===== config.mk =====
export PLATFORM = sky130hd
export DESIGN_NAME = brc_seq
export DESIGN_NICKNAME = d
export VERILOG_FILES = /design/src/rtl/brc_seq.sv
export SDC_FILE = /design/constraint.sdc
export NUM_CORES = 1
export LEC_CHECK = 0
export ABC_CLOCK_PERIOD_IN_PS = 7800
export CAP_MARGIN = 20
export CORE_MARGIN = 3
export CORE_UTILIZATION = 50
export CTS_CLUSTER_DIAMETER = 120
export DETAILED_ROUTE_END_ITERATION = 12
export DONT_BUFFER_PORTS = 1
export PLACE_DENSITY = 0.73
export SLEW_MARGIN = 20
export SYNTH_ARGS = -nofsm -noshare
export SYNTH_HDL_FRONTEND = slang
export SYNTH_SLANG_ARGS = --single-unit

===== constraint.sdc =====
create_clock -name i_clk -period 7.8 [get_ports i_clk]
set_clock_uncertainty 0.15 [all_clocks]
set_input_delay 1.17 -clock i_clk [delete_from_list [all_inputs] [get_ports i_clk]]
set_output_delay 1.17 -clock i_clk [all_outputs]
set_load 0.02 [all_outputs]

===== src/rtl/brc_seq.sv =====
// rtl/brc_seq.sv - multi-cycle chunked branch comparator with early exit and valid/ready handshake
module brc_seq #(
    parameter int WIDTH      = 32,
    parameter int CHUNK      = 8,
    parameter int EARLY_EXIT = 1
) (
    input  logic             i_clk,
    input  logic             i_rst,
    input  logic             i_valid,
    output logic             o_ready,
    input  logic [WIDTH-1:0] i_rs1_data,
    input  logic [WIDTH-1:0] i_rs2_data,
    input  logic [2:0]       i_funct3,
    output logic             o_valid,
    input  logic             i_ready,
    output logic             o_br_less,
    output logic             o_br_equal,
    output logic             o_br_taken,
    output logic             o_illegal
);

    localparam int N    = WIDTH / CHUNK;
    localparam int IDXW = (N > 1) ? $clog2(N) : 1;
    localparam logic [IDXW-1:0] TOP_IDX = IDXW'(N - 1);

    typedef enum logic [1:0] {IDLE, CMP, DONE} state_t;

    state_t           state_q, state_d;
    logic [WIDTH-1:0] a_q, a_d, b_q, b_d;
    logic [2:0]       f3_q, f3_d;
    logic [IDXW-1:0]  idx_q, idx_d;
    logic             decided_q, decided_d;
    logic             less_q, less_d;
    logic             equal_q, equal_d;
    logic             out_less_q, out_less_d;
    logic             out_equal_q, out_equal_d;
    logic             out_taken_q, out_taken_d;
    logic             out_illegal_q, out_illegal_d;

    logic [CHUNK-1:0] ca, cb;
    logic             diff_c, less_c, equal_c, decided_c, finish_c, taken_c;

    // Current chunk compare; in signed mode the top chunk's sign bits are flipped
    // so an unsigned compare orders two's-complement values correctly.
    always_comb begin
        ca = a_q[idx_q*CHUNK +: CHUNK];
        cb = b_q[idx_q*CHUNK +: CHUNK];
        if (!f3_q[1] && (idx_q == TOP_IDX)) begin
            ca[CHUNK-1] = ~ca[CHUNK-1];
            cb[CHUNK-1] = ~cb[CHUNK-1];
        end
        diff_c    = (ca != cb);
        decided_c = decided_q | diff_c;
        if (decided_q) begin
            less_c  = less_q;
            equal_c = equal_q;
        end else if (diff_c) begin
            less_c  = (ca < cb);
            equal_c = 1'b0;
        end else begin
            less_c  = 1'b0;
            equal_c = (idx_q == '0);
        end
        if (EARLY_EXIT != 0) begin
            finish_c = decided_c | (idx_q == '0);
        end else begin
            finish_c = (idx_q == '0);
        end
        case (f3_q)
            3'b000:         taken_c = equal_c;
            3'b001:         taken_c = ~equal_c;
            3'b100, 3'b110: taken_c = less_c;
            3'b101, 3'b111: taken_c = ~less_c;
            default:        taken_c = 1'b0;
        endcase
    end

    always_comb begin
        state_d       = state_q;
        a_d           = a_q;
        b_d           = b_q;
        f3_d          = f3_q;
        idx_d         = idx_q;
        decided_d     = decided_q;
        less_d        = less_q;
        equal_d       = equal_q;
        out_less_d    = out_less_q;
        out_equal_d   = out_equal_q;
        out_taken_d   = out_taken_q;
        out_illegal_d = out_illegal_q;
        case (state_q)
            IDLE: begin
                if (i_valid) begin
                    a_d       = i_rs1_data;
                    b_d       = i_rs2_data;
                    f3_d      = i_funct3;
                    idx_d     = TOP_IDX;
                    decided_d = 1'b0;
                    less_d    = 1'b0;
                    equal_d   = 1'b0;
                    state_d   = CMP;
                end
            end
            CMP: begin
                decided_d = decided_c;
                less_d    = less_c;
                equal_d   = equal_c;
                if (finish_c) begin
                    state_d       = DONE;
                    out_less_d    = less_c;
                    out_equal_d   = equal_c;
                    out_taken_d   = taken_c;
                    out_illegal_d = (f3_q[2:1] == 2'b01);
                end else begin
                    idx_d = idx_q - IDXW'(1);
                end
            end
            DONE: begin
                // Results are zeroed on leaving DONE so they read 0 whenever o_valid is low.
                if (i_ready) begin
                    state_d       = IDLE;
                    out_less_d    = 1'b0;
                    out_equal_d   = 1'b0;
                    out_taken_d   = 1'b0;
                    out_illegal_d = 1'b0;
                end
            end
            default: state_d = IDLE;
        endcase
    end

    always_ff @(posedge i_clk) begin
        if (i_rst) begin
            state_q       <= IDLE;
            a_q           <= '0;
            b_q           <= '0;
            f3_q          <= '0;
            idx_q         <= '0;
            decided_q     <= 1'b0;
            less_q        <= 1'b0;
            equal_q       <= 1'b0;
            out_less_q    <= 1'b0;
            out_equal_q   <= 1'b0;
            out_taken_q   <= 1'b0;
            out_illegal_q <= 1'b0;
        end else begin
            state_q       <= state_d;
            a_q           <= a_d;
            b_q           <= b_d;
            f3_q          <= f3_d;
            idx_q         <= idx_d;
            decided_q     <= decided_d;
            less_q        <= less_d;
            equal_q       <= equal_d;
            out_less_q    <= out_less_d;
            out_equal_q   <= out_equal_d;
            out_taken_q   <= out_taken_d;
            out_illegal_q <= out_illegal_d;
        end
    end

    assign o_ready    = (state_q == IDLE) && !i_rst;
    assign o_valid    = (state_q == DONE);
    assign o_br_less  = out_less_q;
    assign o_br_equal = out_equal_q;
    assign o_br_taken = out_taken_q;
    assign o_illegal  = out_illegal_q;

endmodule


==> run metrics <==
CP Capture Type=flop; VDD IR max=123 uV; Simple-Gate Fraction of Synth Area=21.2%; multi-input logic area=0.00176 mm2; Worst-Skew Late Latency=0.35 ns; Post-CTS Setup Inserts=0; Crit-path slowest cell=dfxtp_1; TNS Setup=0 ns; Crit Path Category=reg2reg; TritonCTS clock tree=done; pwr dens=238 mW/mm2; Hold Path Class=reg2reg; crit path cell chain=mux4_2 > xnor2_1 > ha_1 > and4_2 > nand2_1 > nor4_2 > nor3_1 > a211oi_1; initial antenna violation count=0; Synth Cell Area=0.00349 mm2; hold wc startpoint=a_q[20]; Period minus WS final=3.23 ns; largest buffer count on any clock path=2; Overflow after GRT=0; RSZ-0062 raised after global routing=false; synthesis-to-layout area growth=4.52%; share of post-route cells with drive strength above 1=11.8%; Main synth FF type=dfxtp_1; adder-cell share of the synthesized area=3.59%; MaxCap Viol Count=0; end of the worst hold path=a_q[20]; vias in the first global route=2548; worst hold stages=2; first-pass detailed-route iteration total=4; Num CTS Buffers=9; main combinational cell family by area after synthesis=simple AND/OR/NAND/NOR gates; Worst-path clk slew=0.07 ns; Overall Global Routing Usage=20.2%; Yosys warnings=0; Netlist cell types=35; Max Transition Viols Final=0; root buf cell=clkbuf_8; max incr delay on CP=0.88 ns; Seq. cell area=0.00156 mm2; PortBufs=0; I/O pins=77; asr flop ratio synth=0%; Final setup viols=0; Final Hold Viols=0; RD Place Congestion=0.833; clock sink count=78; largest net degree at the start of global routing=81; Worst Max-Slew Pin Slew=0.848 ns; first-pass GRT wire length=12100 um; Largest delay share family, worst path=flip-flops; post-synthesis compound-gate area fraction=14.6%; xor/xnor cell area share of the yosys netlist=0.503%; routed wire length=7530 um; slew margin rel.=43.4%; vias after detailed routing=2634; Starting Density=53.1%; P_leak=0.00133 uW; Die W=89.5 um; core area=0.00657 mm2; CP startpoint kind=flop; via density per instance=5.38; crit path buf inv count=0; number of flops mapped to enable cells by yosys=0; FP Rows=29; reg-to-reg critical path startpoint=idx_q[1]; outcome=finished, final reports clean; CTS H-Tree Depth=3; Die ar.=0.00801 mm2; post-cts hold buffer count=0; post-cts sizing count=0; syn nets=491; nets=474; ant diodes=0; die height=89.5 um; Worst EP required=7.91 ns; FF+latch count, synth=78; # fillers=628; post-route ant nets=0; dpl hpwl=5340 um; DP Area=0.00348 mm2; r2r setup slk=4.57 ns; Iteration-0 DRC Markers=116; critical path peak fanout=19; # DRC=0; post-synthesis mux area share=10.3%; leading cell types in the layout, fill and taps excluded=nand2_1 (140), dfxtp_1 (77), a21oi_1 (72); commonest non-fill, non-tap cell in the layout=nand2_1; Mapped Cells=410; post-route cell area=0.00364 mm2; crit path DAT=3.34 ns; DR WL/cell=15.4 um; fin crit share=41.4%; average size of a mapped cell=8.50 um2; Worst R2R Path Depth=8; Max Freq=0.309 GHz; sequential area share after synthesis=44.8%; R2R Path End=idx_q[1]
==> worst register-to-register path, stage by stage (launching register included) <==
cell,delay (ns)
dfxtp_1,0.88
mux4_2,0.64
xnor2_1,0.15
ha_1,0.29
and4_2,0.27
nand2_1,0.09
nor4_2,0.34
nor3_1,0.08
a211oi_1,0.24
==> per-stage QoR <==
step	power [uW]	hold slack, ns	setup slack (ns)	instances	util [%]
after detailed placement	621	0.288	4.35	475	52.9
after global routing	919	0.318	4.34	490	55.5
after global placement	614	0.286	4.43	475	52.9
final	867	0.297	4.57	490	55.5
after floorplan	594	0.283	4.53	410	-
after CTS	878	0.299	4.32	490	55.4
==> worst max-delay path by stage <==
stage	startpoint	to	slack [ns]	cells after the start
floorplan	i_rst	o_ready	4.53	3
global placement	idx_q[0]	o_br_taken	4.43	7
detailed placement	idx_q[0]	idx_q[1]	4.35	8
CTS	idx_q[0]	idx_q[1]	4.32	8
global route	idx_q[1]	idx_q[1]	4.34	8
finish	idx_q[1]	idx_q[1]	4.57	8
==> report_power, final <==
group / switching [uW] / internal, uW / total, uW
registers: 30.9 / 429 / 460
logic: 82.6 / 68.1 / 151
clock network: 144 / 113 / 257
==> cell families (layout without fill, tap and decap cells) <==
| group | after synthesis | after routing |
|---|---|---|
| multiplexers | 16 | 16 |
| AND/OR/NAND/NOR | 174 | 174 |
| buffers and inverters | 39 | 26 |
| XOR/XNOR | 2 | 2 |
| flip-flops | 78 | 78 |
| AO/OA/AOI/OAI | 91 | 91 |
| adder cells (fa/ha/maj) | 10 | 10 |
==> Yosys cell counts (4+ instances only) <==
cell        n  area share [%]
nand2_1   141              15
dfxtp_1    78              45
a21oi_1    72              10
clkbuf_1   20             2.2
mux4_2     16              10
ha_1       10             3.6
inv_1      10             1.1
nor2_1     10             1.1
buf_2       6            0.86
o21ai_0     6            0.86
nor3_1      4            0.57
==> sequential cells by signal, summed over array words and instances, names as in the netlist <==
register / flops
o_illegal: 1
o_br_equal: 1
decided_q: 1
a_q: 32
state_q: 2
b_q: 32
equal_q: 1
o_br_less: 1
less_q: 1
idx_q: 2
o_br_taken: 1
f3_q: 3
==> area by class of cell <==
class / count / share of cell area [%]
multi-input cells: 293 / 48.2
flip-flops and latches: 78 / 42.9
clock buffers: 9 / 3.40
well taps: 93 / 3.19
clock inverters: 6 / 1.10
inverters: 10 / 1.03
repair buffers: 1 / 0.206
==> layer usage <==
| layer | routed length (um) | track usage [%] | vias up |
|---|---|---|---|
| li1 | - | - | 1354 |
| met1 | 3320 | 25.7 | 1195 |
| met2 | 3520 | 30.9 | 67 |
| met3 | 448 | 7.00 | 18 |
| met4 | 242 | 9.47 | 0 |
| met5 | 0 | 0 | - |
Note: power is estimated with default switching activity, not from simulation.
